`config.mk`:
```
export PLATFORM = sky130hd
export DESIGN_NAME = des_key_schedule
export DESIGN_NICKNAME = d
export VERILOG_FILES = /design/src/rtl/des_key_schedule.sv
export SDC_FILE = /design/constraint.sdc
export NUM_CORES = 1
export LEC_CHECK = 0
export BUFFER_PORTS_ARGS = -buffer_cell sky130_fd_sc_hd__buf_2
export CORE_MARGIN = 1
export CORE_UTILIZATION = 60
export CTS_BUF_LIST = sky130_fd_sc_hd__clkbuf_8
export CTS_CLUSTER_SIZE = 25
export DETAILED_ROUTE_END_ITERATION = 12
export GPL_ROUTABILITY_DRIVEN = 0
export MAX_ROUTING_LAYER = met4
export PLACE_DENSITY = 0.86
export SYNTH_ARGS = -nofsm -noshare
export SYNTH_HDL_FRONTEND = slang
export SYNTH_SLANG_ARGS = --single-unit
```
`constraint.sdc`:
```
create_clock -name clk -period 3 [get_ports clk]
set_input_delay 0.3 -clock clk [delete_from_list [all_inputs] [get_ports clk]]
set_output_delay 0.3 -clock clk [all_outputs]
set_load 0.02 [all_outputs]
```
`src/rtl/des_key_schedule.sv`:
```
// DES key-schedule engine: PC1 load, then one C/D rotation per accepted round handshake.
// Produces the rotated C||D word that key_pc2 turns into each round subkey.
module des_key_schedule (
    input  logic        clk,
    input  logic        rst_n,
    input  logic        start,
    input  logic [63:0] key_in,
    input  logic        decrypt,
    output logic        busy,
    output logic [55:0] cd_out,
    output logic        cd_valid,
    input  logic        cd_ready,
    output logic [3:0]  round,
    output logic        done
);

    localparam int unsigned KEY_W      = 64;
    localparam int unsigned CD_W       = 56;
    localparam int unsigned HALF_W     = 28;
    localparam int unsigned ROUND_W    = 4;
    localparam int unsigned LAST_ROUND = 15;

    // PC1[i] is the 1-based DES key bit that lands in cd bit i (C bits 0..27, D bits 28..55)
    localparam int unsigned PC1 [CD_W] = '{
        57, 49, 41, 33, 25, 17,  9,  1, 58, 50, 42, 34, 26, 18,
        10,  2, 59, 51, 43, 35, 27, 19, 11,  3, 60, 52, 44, 36,
        63, 55, 47, 39, 31, 23, 15,  7, 62, 54, 46, 38, 30, 22,
        14,  6, 61, 53, 45, 37, 29, 21, 13,  5, 28, 20, 12,  4
    };

    typedef enum logic {
        S_IDLE   = 1'b0,
        S_ACTIVE = 1'b1
    } state_t;

    state_t              state_q, state_d;
    logic [CD_W-1:0]     cd_q, cd_d;
    logic [ROUND_W-1:0]  round_q, round_d;
    logic                dec_q, dec_d;
    logic                valid_q, valid_d;
    logic                busy_q, busy_d;
    logic                done_q, done_d;

    logic [CD_W-1:0]     pc1_c;
    logic                shift_two_c;

    for (genvar i = 0; i < CD_W; i++) begin : g_pc1
        assign pc1_c[i] = key_in[KEY_W - PC1[i]];
    end

    // Bit 0 of a half is DES bit 1, so a DES left rotate moves bits toward index 0.
    function automatic logic [HALF_W-1:0] rot_l(input logic [HALF_W-1:0] h, input logic two);
        return two ? {h[1:0], h[HALF_W-1:2]} : {h[0], h[HALF_W-1:1]};
    endfunction

    function automatic logic [HALF_W-1:0] rot_r(input logic [HALF_W-1:0] h, input logic two);
        return two ? {h[HALF_W-3:0], h[HALF_W-1:HALF_W-2]} : {h[HALF_W-2:0], h[HALF_W-1]};
    endfunction

    // Step out of the current round; the decrypt schedule is the encrypt one reversed,
    // which puts the single-bit steps at the same round indices.
    always_comb begin
        shift_two_c = 1'b1;
        case ({dec_q, round_q})
            {1'b0, 4'd0}, {1'b0, 4'd7}, {1'b0, 4'd14}: shift_two_c = 1'b0;
            {1'b1, 4'd0}, {1'b1, 4'd7}, {1'b1, 4'd14}: shift_two_c = 1'b0;
            default:                                   shift_two_c = 1'b1;
        endcase
    end

    always_comb begin
        state_d = state_q;
        cd_d    = cd_q;
        round_d = round_q;
        dec_d   = dec_q;
        valid_d = valid_q;
        busy_d  = busy_q;
        done_d  = 1'b0;
        case (state_q)
            S_IDLE: begin
                if (start) begin
                    state_d = S_ACTIVE;
                    dec_d   = decrypt;
                    round_d = '0;
                    valid_d = 1'b1;
                    busy_d  = 1'b1;
                    // Encrypt presents K1 (one left step); decrypt presents K16 (PC1 as-is).
                    cd_d    = decrypt ? pc1_c
                                      : {rot_l(pc1_c[CD_W-1:HALF_W], 1'b0),
                                         rot_l(pc1_c[HALF_W-1:0], 1'b0)};
                end
            end
            S_ACTIVE: begin
                if (cd_ready) begin
                    if (round_q == ROUND_W'(LAST_ROUND)) begin
                        state_d = S_IDLE;
                        valid_d = 1'b0;
                        busy_d  = 1'b0;
                        done_d  = 1'b1;
                    end else begin
                        round_d = round_q + ROUND_W'(1);
                        cd_d    = dec_q ? {rot_r(cd_q[CD_W-1:HALF_W], shift_two_c),
                                           rot_r(cd_q[HALF_W-1:0], shift_two_c)}
                                        : {rot_l(cd_q[CD_W-1:HALF_W], shift_two_c),
                                           rot_l(cd_q[HALF_W-1:0], shift_two_c)};
                    end
                end
            end
            default: state_d = S_IDLE;
        endcase
    end

    always_ff @(posedge clk or negedge rst_n) begin
        if (!rst_n) begin
            state_q <= S_IDLE;
            cd_q    <= '0;
            round_q <= '0;
            dec_q   <= 1'b0;
            valid_q <= 1'b0;
            busy_q  <= 1'b0;
            done_q  <= 1'b0;
        end else begin
            state_q <= state_d;
            cd_q    <= cd_d;
            round_q <= round_d;
            dec_q   <= dec_d;
            valid_q <= valid_d;
            busy_q  <= busy_d;
            done_q  <= done_d;
        end
    end

    assign cd_out   = cd_q;
    assign round    = round_q;
    assign cd_valid = valid_q;
    assign busy     = busy_q;
    assign done     = done_q;

endmodule

```
* After elaboration in Yosys (flattened, before gate mapping) *
Index checks and enable logic that the tools add are counted.

cells by class
  bitwise operators = 1
  add/subtract/negate cells = 1
  muxes and demuxes = 25
  equality and inequality tests = 10
  reduce and logical (&&, ||, !) cells = 5

operators with widths
  cell                   count
  $mux W56               5
  $mux W28               4
  $pmux W56 S2           1
  $eq A5 B5 Y1 const B   3
  $mux W4                3
  $mux W1                9
  $pmux W4 S2            1
  $ne A2 B2 Y1 const B   3
  $reduce_and A3 Y1      2
  $reduce_or A6 Y1       1
  $eq A5 B3 Y1 const B   1
  $eq A5 B4 Y1 const B   1
  $logic_not A5 Y1       1
  $add A4 B1 Y4 const B  1
  $eq A4 B4 Y1 const B   1
  $pmux W1 S2            2
  $ne A2 B1 Y1 const B   1
  $reduce_and A2 Y1      1
  $not A1 Y1             1

word-level totals
  register bits = 64
  output and inout port bits = 63
  logic and storage cells = 48
  input port bits = 69

* Logic depth before layout (Yosys ltp) *
Gate-level depths: netlist of run 1.

  word-level depth = 7
  mapped depth = 9
  depth with buffers taken out = 7

* Worst setup path before layout of run 1 *
No wires, ideal clock.

  path kind = register to register
  start = register round_q[0], in the netlist round[0]
  end = register cd_q[54], in the netlist cd_out[54]
  setup slack = 968 ps
  required time = 2,879 ps
  period minus slack after synthesis = 2,032 ps
  setup time = 121 ps
  path buffers = 1
  cell stages (with the launch flop) = 9
  data arrival time = 1,910 ps
  cell sequence = dfrtp_1 > inv_1 > ha_1 > mux2_4 > buf_6 > or3_1 > a21oi_1 > a211oi_1 > o22a_1

on the way
  word-level cells in the longest chain between the ends = 7
  elaborated cells between the ends (all ways) = 16
  classes of those cells = eq/ne (7); mux (6); reduce/logical (3)

ends and longest elaborated chain
  item                                        line    text
  start: declaration                          38      logic [ROUND_W-1:0] round_q, round_d;
  start signal: assignment                    125     round_q <= round_d;
  $eq A5 B5 Y1, or another cell as far along  64      case ({dec_q, round_q})
  $reduce_or A6 Y1 (no source line)           --
  $mux W28 (on tied branches)                 53, 57
  $mux W56                                    102     cd_d = dec_q ? {rot_r(cd_q[CD_W-1:HALF_W], shift_two_c),
  $mux W56                                    95      if (round_q == ROUND_W'(LAST_ROUND)) begin
  $mux W56                                    94      if (cd_ready) begin
  $pmux W56 S2                                79      case (state_q)
  end signal: assignment                      116     cd_q <= '0;
  end signal: assignment                      124     cd_q <= cd_d;
  end: declaration                            37      logic [CD_W-1:0] cd_q, cd_d;

Several ways; a longest one is shown, not always the timed one. The select of a mux whose other input is x is not followed.
A chain may end at the register's enable or synchronous reset.

* Final worst setup path of run 1 *
  start = register round_q[2], in the netlist round[2]
  end = register cd_q[35], in the netlist cd_out[35]

Same word-level chain as after synthesis.

==> summary.md, run 1 <==
| Metric | Value |
|---|---|
| Slew Viols, Final | `0` |
| Clk sinks | `64` |
| Setup TNS | `0 ns` |
| Mapped Avg Cell Area | `8.20 µm²` |
| Vias/cell | `6.67` |
| Worst Path Arrival | `2.63 ns` |
| Die Ht | `107 µm` |
| Maxcap violations | `0` |
| Row count | `38` |
| Pwr/cell area | `1070 nW/µm²` |
| Min Clock Period, post-route | `2.36 ns` |
| CP delay by family, top | `flip-flops` |
| Area of the core | `10800 µm²` |
| Commonest cells post-synth | `mux2i_1 (156), a21oi_1 (110), nand2_1 (69)` |
| Setup Skew | `0.00995 ns` |
| Share of layout cells above drive strength 1 | `0.189` |
| Hold Vio Cnt, Final | `0` |
| Dominant cell by count in the synthesized netlist | `mux2i_1` |
| Worst skew pair latency | `0.35 ns` |
| Async S/R FF share, synth | `1.00` |
| DRC | `0` |
| Top Ports | `132` |
| Seq cells post-synth | `64` |
| Seq/Total Area, Yosys | `0.241` |
| Met3 usage | `0.0393` |
| Worst VDD drop | `0.718 mV` |
| Area share of the largest cell type after synthesis | `0.241` |
| Clock transition at path regs | `0.07 ns` |
| Post-cts sizing count | `0` |
| WL final | `18100 µm` |
| Total Die Area | `11500 µm²` |
| Synth Net Count | `883` |
| Max Root-Sink Buffers | `2` |
| Crit start category | `flip-flop` |
| DIE WIDTH | `107 µm` |
| Cell breakdown of the critical path | `mux2i_4, buf_4, buf_4, or3_1, a21oi_1, o22a_1, a21oi_1` |
| Area of the multi-input gates | `4540 µm²` |
| Aggregate global-route resource usage | `0.326` |
| FF/Latch Area | `1610 µm²` |
| Worst setup path class | `flip-flop to flip-flop` |
| Initial antenna violation count | `0` |
| Layout area overhead | `9.98%` |
| Crit-path slowest cell | `dfrtp_1` |
| Initial core utilization | `0.613` |
| Synth top area cells | `dfrtp_1 (24%), mux2i_1 (23%), a21oi_1 (8.3%)` |
| First-pass GRT wire length | `29700 µm` |
| Combinational group share of total power | `0.649` |
| Iter 0 DRT Violations | `672` |
| CTS Buf Count | `9` |
| WP data required | `3.27 ns` |
| Gr busiest metal | `met2` |
| Period utilization | `0.787` |
| Worst Path Max Fanout | `39` |
| Grt ovf | `0` |
| RSZ-0062 raised after global routing | `false` |
| Sw frac | `0.517` |
| Largest stage delay, worst path | `0.65 ns` |
| Worst min path class | `input pin to flip-flop` |
| Switching Power | `4.04 mW` |
| Run status | `finished clean` |
| Flop pwr share | `0.268` |
| Area leader, netlist | `dfrtp_1` |
| CTS tree | `built` |
| Detail Placement HPWL | `11400 µm` |
| Prevailing post-synth register cell | `dfrtp_1` |
| Critical Path End Type | `flip-flop` |
| Largest net degree at the start of global routing | `94` |
| WL/cell | `17.7 µm` |
| Slew margin rel. | `0.438` |
| Post-CTS setup buffer count | `0` |
| Via Count | `6814` |
| IO buf count | `123` |
| Leak pwr | `2.85 nW` |
| Post-synthesis cell count | `811` |
| Met1 Use GR | `0.422` |
| EDFF count, synth | `0` |
| Final number of setup-violating endpoints | `0` |
| Number of global-route vias before repair | `6253` |
| F_max | `424 MHz` |
| Hold buffer count at cts | `1` |
| Syn. warnings | `0` |
| ANT cells | `0` |
| Fillers | `924` |
| Clock share of power | `0.083` |
| WP buf/inv | `2` |
| H-tree depth | `3` |
| NumNets Final | `950` |
| Layout Utilization | `0.674` |
| Least-Margin Pin Slew | `0.843 ns` |
| Synth unique cells | `43` |
| Root Driver | `clkbuf_8` |
| ANT nets after route | `0` |
| Int Power | `3.78 mW` |
| GRT met2 Usage | `0.527` |
| Synthesized cell area | `6650 µm²` |
| Total iterations of the first detailed-routing run | `7` |
metal layers:
metal  part of all wire  vias up
met5                  0        -
met4              0.023        0
met3              0.070       41
met2               0.48      312
met1               0.43     3247
li1                   -     3214
final cells by class:
cell class	count	area share
well taps	140	0.0240
flip-flops and latches	64	0.220
inverters	4	0.00205
multi-input cells	657	0.621
repair buffers	142	0.111
clock inverters	5	0.00274
clock buffers	10	0.0188
through the flow:
stage               setup slack (ns)  hold slack, ns  total power, mW  std cells  instance area (µm²)
detailed placement             0.726           0.270             7.09       1006                 7140
global route                   0.443           0.223             8.38       1022                 7310
finish                         0.640           0.207             7.81       1022                 7310
CTS                            0.691           0.203             7.74       1022                 7310
global placement               0.784           0.271             6.99       1006                 7140
floorplan                      0.968         0.00441             6.04        811                 6650
placed cells by master (no fill, tap or decap), types with 5 or more instances in the layout:
cell type  instances
o22a_1            51
o211ai_1           6
mux2i_1          156
dfrtp_1           61
or3_1             51
o21ai_1           37
nor3_1             5
a21oi_1          110
nor2_1            63
nand3_1            5
clkbuf_8          10
o21ai_0           21
buf_4             15
buf_2            122
a32oi_1            5
nand2_1           68
inv_1              7
a221oi_1          44
nand2b_1           5
final timing paths:
kind / start / end / slack [ns] / cells past startpoint
min reg2reg: busy / busy / 0.53 / 2
max reg2reg: round[2] / cd_out[35] / 0.64 / 7
min: start / state_q / 0.21 / 3
max: round[2] / cd_out[35] / 0.64 / 7
min in group asynchronous: rst_n / cd_out[49] / 0.44 / 2
max in group asynchronous: rst_n / cd_out[55] / 1.74 / 3
worst min-delay path: stages:
cell and delay (ns):
buf_2 0.11, nor2_1 0.04, nor2_1 0.07
flip-flops by register name, indices dropped and copies added, names as in the netlist:
signal	flops
cd_out	56
done	1
round	4
busy	1
dec_q	1
state_q	1
power by group through the flow:
stage                     Sequential (mW)  Combinational, mW  Clock (mW)
final                                2.09               5.07       0.649
after global routing                 2.15               5.55       0.681
after CTS                            2.06               5.04       0.645
after detailed placement             2.07               5.03           0
after global placement               2.07               4.92           0
after floorplan                      2.21               3.83           0
cells by family after synthesis:
group           count (synthesis)  synth area share
compound gates                287             0.281
mux                           163             0.252
buf+inv                        90            0.0787
simple gates                  204             0.141
flops                          64             0.241
fa+ha+maj                       3           0.00565
No activity file was read; power rests on OpenSTA's default activity.
==> run 2: changes to the inputs <==
--- a/config.mk
+++ b/config.mk
@@ -5,15 +5,16 @@
 export SDC_FILE = /design/constraint.sdc
 export NUM_CORES = 1
 export LEC_CHECK = 0
+export ABC_AREA = 1
 export BUFFER_PORTS_ARGS = -buffer_cell sky130_fd_sc_hd__buf_2
 export CORE_MARGIN = 1
-export CORE_UTILIZATION = 60
+export CORE_UTILIZATION = 55
 export CTS_BUF_LIST = sky130_fd_sc_hd__clkbuf_8
 export CTS_CLUSTER_SIZE = 25
 export DETAILED_ROUTE_END_ITERATION = 12
 export GPL_ROUTABILITY_DRIVEN = 0
 export MAX_ROUTING_LAYER = met4
-export PLACE_DENSITY = 0.86
+export PLACE_DENSITY = 0.83
 export SYNTH_ARGS = -nofsm -noshare
 export SYNTH_HDL_FRONTEND = slang
 export SYNTH_SLANG_ARGS = --single-unit
==> constraint.sdc (replaced) <==
create_clock -name clk -period 2.4 [get_ports clk]
set_input_delay 0.24 -clock clk [delete_from_list [all_inputs] [get_ports clk]]
set_output_delay 0.24 -clock clk [all_outputs]
set_load 0.02 [all_outputs]
==> summary.md, run 2 <==
| Metric | Value |
|---|---|
| Run status | `complete, but fails checks` |
| Failing checks | `DRC` |
| Synth unique cells | `16` |
| Area of the core | `8810 µm²` |
| Vias/cell | `6.09` |
| Max Root-Sink Buffers | `2` |
| Area leader, netlist | `dfrtp_1` |
| Slew margin rel. | `0.615` |
| IO buf count | `123` |
| Largest stage delay, worst path | `0.41 ns` |
| Max reg flops | `56` |
| Root Driver | `clkbuf_8` |
| Hold Vio Cnt, Final | `0` |
| Maxcap violations | `0` |
| Synth top area cells | `dfrtp_1 (32%), nand3_1 (23%), nor2_1 (13%)` |
| Initial antenna violation count | `0` |
| First-pass GRT wire length | `25400 µm` |
| Synthesized cell area | `5040 µm²` |
| Clock share of power | `0.109` |
| Post-synthesis cell count | `791` |
| Synth Area in Compound Gates | `0.149` |
| DRC | `18` |
| Hold buffer count at cts | `1` |
| Post-CTS setup buffer count | `0` |
| Seq/Total Area, Yosys | `0.318` |
| Final Non-Filler Cells | `988` |
| H-tree depth | `3` |
| Clk sinks | `64` |
| Grt ovf | `0` |
| Via Count | `6013` |
| Slew Viols, Final | `0` |
| Worst setup path class | `flip-flop to flip-flop` |
| RSZ-0062 raised after global routing | `false` |
| Mux share of post-synthesis cell area | `0` |
| Total Die Area | `9550 µm²` |
| Most common cell after layout, fill and taps aside | `nand3_1` |
| Pre-CTS WS | `0.305 ns` |
| Crit start category | `flip-flop` |
| WL final | `15000 µm` |
| Xor-xnor portion of the synthesized cell area | `0` |
| Worst Path Max Fanout | `45` |
| Most used cell, CP | `nand2_1` |
| Post-cts sizing count | `0` |
| CTS tree | `built` |
| WL/cell | `15.2 µm` |
| Final worst slack | `0.254 ns` |
| Mapped Avg Cell Area | `6.37 µm²` |
| Worst VDD drop | `0.875 mV` |
| Synth Net Count | `863` |
| Critical Path End Type | `flip-flop` |
| Leak pwr | `3.01 nW` |
| Cell breakdown of the critical path | `inv_1, ha_1, nand2_1, nand2_1, nand2_2, nand2_2, buf_12, nand2_1, nand3_1, nand3_1, a21oi_1` |
| Simple-gate share of the synthesized area | `0.406` |
| Detail Placement HPWL | `10300 µm` |
| Number of global-route vias before repair | `5498` |
| WP data required | `2.66 ns` |
| Flop pwr share | `0.243` |
| Min Clock Period, post-route | `2.15 ns` |
| F_max | `466 MHz` |
| Post-synthesis adder-cell area fraction | `0.00745` |
| Largest net degree at the start of global routing | `113` |
| Clock transition at path regs | `0.07 ns` |
| Period utilization | `0.894` |
| Worst min path class | `input pin to flip-flop` |
| ANT nets after route | `0` |
| WP buf/inv | `2` |
| Dominant cell by count in the synthesized netlist | `nand3_1` |
| Layout area overhead | `16.1%` |
| Least-Margin Pin Slew | `0.578 ns` |
| ANT cells | `0` |
| Initial core utilization | `0.572` |
| NumNets Final | `947` |
| CP delay by family, top | `simple AND/OR/NAND/NOR gates` |
| Most frequent cells in the layout | `nand3_1 (227), nor2_1 (168), buf_2 (123), inv_1 (69), nand2_1 (65)` |
| Prevailing post-synth register cell | `dfrtp_1` |
| Setup Skew | `0.00965 ns` |
| CTS Buf Count | `9` |
| Placed cells | `971` |
| EDFF count, synth | `0` |
| Combinational group share of total power | `0.648` |
| Async S/R FF share, synth | `1.00` |
| Die Ht | `97.7 µm` |
| Top Ports | `132` |
| Sw frac | `0.530` |
| Aggregate global-route resource usage | `0.331` |
| Commonest cells post-synth | `nand3_1 (228), nor2_1 (168), inv_1 (67)` |
| Int Power | `4.11 mW` |
| Area share of the largest cell type after synthesis | `0.318` |
| Row count | `34` |
| Iter 0 DRT Violations | `594` |
| Pwr/cell area | `1490 nW/µm²` |
| Worst Path Arrival | `2.40 ns` |
| Total iterations of the first detailed-routing run | `10` |
| DIE WIDTH | `97.7 µm` |
| Crit-path slowest cell | `dfrtp_1` |
| Fillers | `825` |
| Syn. warnings | `0` |
| Seq cells post-synth | `64` |
| Share of layout cells above drive strength 1 | `0.182` |
| Switching Power | `4.64 mW` |
| Final number of setup-violating endpoints | `0` |
| Worst skew pair latency | `0.34 ns` |
| Setup TNS | `0 ns` |
| Largest family of logic cells by synthesized area | `simple AND/OR/NAND/NOR gates` |
run 2: cell types whose count changed in the layout (fill, tap and decap cells not counted), sizes merged, moves of 51 or more:
cell | previous run | this run
nand3 | 5 | 228
mux2i | 157 | 0
nor2 | 63 | 168
inv | 8 | 69
o31ai | 0 | 53
o21ai | 58 | 7
o22a | 51 | 0
or3 | 51 | 0
run 2: stage by stage:
stage	utilization	instance area [µm²]	total power, mW	hold WS [ns]
6_report	0.664	5850	8.75	0.155
5_1_grt	0.664	5850	9.53	0.193
4_1_cts	0.664	5850	8.69	0.148
3_5_place_dp	0.641	5640	7.73	0.164
3_3_place_gp	0.641	5640	7.51	0.163
2_1_floorplan	-	5040	6.31	-0.0556
run 2: kinds of logic after synthesis:
| logic type | after synthesis |
|---|---|
| adders and majority gates | 3 |
| buffers and inverters | 135 |
| and+or+nand+nor | 466 |
| AOI/OAI and AO/OA | 123 |
| DFF | 64 |
run 2: power groups by stage:
stage / Clock [mW] / Combinational [mW] / Sequential [mW]
floorplan: 0 / 3.73 / 2.58
global placement: 0 / 5.42 / 2.09
detailed placement: 0 / 5.61 / 2.12
CTS: 0.957 / 5.62 / 2.11
global route: 1.01 / 6.33 / 2.19
finish: 0.949 / 5.67 / 2.13
run 2: final timing paths:
path / to / depth (start not counted) / slack, ns / startpoint
max in group asynchronous: cd_out[45] / 3 / 1.38 / rst_n
hold / removal: state_q / 3 / 0.15 / start
setup / recovery: cd_out[24] / 11 / 0.25 / round[0]
min in group asynchronous: cd_out[3] / 2 / 0.35 / rst_n
hold reg to reg: cd_out[29] / 2 / 0.58 / cd_out[29]
setup reg to reg: cd_out[24] / 11 / 0.25 / round[0]
run 2: worst reg2reg max path: cells and delay by family, from the launching register on:
| family | cells | cell delay (ns) |
|---|---|---|
| AND/OR/NAND/NOR | 7 | 0.91 |
| flip-flops | 1 | 0.41 |
| adder cells (fa/ha/maj) | 1 | 0.17 |
| AO/OA/AOI/OAI | 1 | 0.16 |
| buffers and inverters | 2 | 0.41 |
run 2: metal layers:
metal,GRT usage,vias up,part of all wire
met3,0.0468,44,0.078
met2,0.520,324,0.48
met5,-,-,0
li1,-,2849,-
met4,0.162,0,0.034
met1,0.420,2796,0.41
run 2: cell type report:
cell class,count,area [µm²],area share
multi-input cells,592,2840,0.486
flip-flops and latches,64,1610,0.275
repair buffers,141,816,0.139
inverters,67,251,0.0430
clock buffers,11,151,0.0259
well taps,108,135,0.0231
clock inverters,5,47.5,0.00813
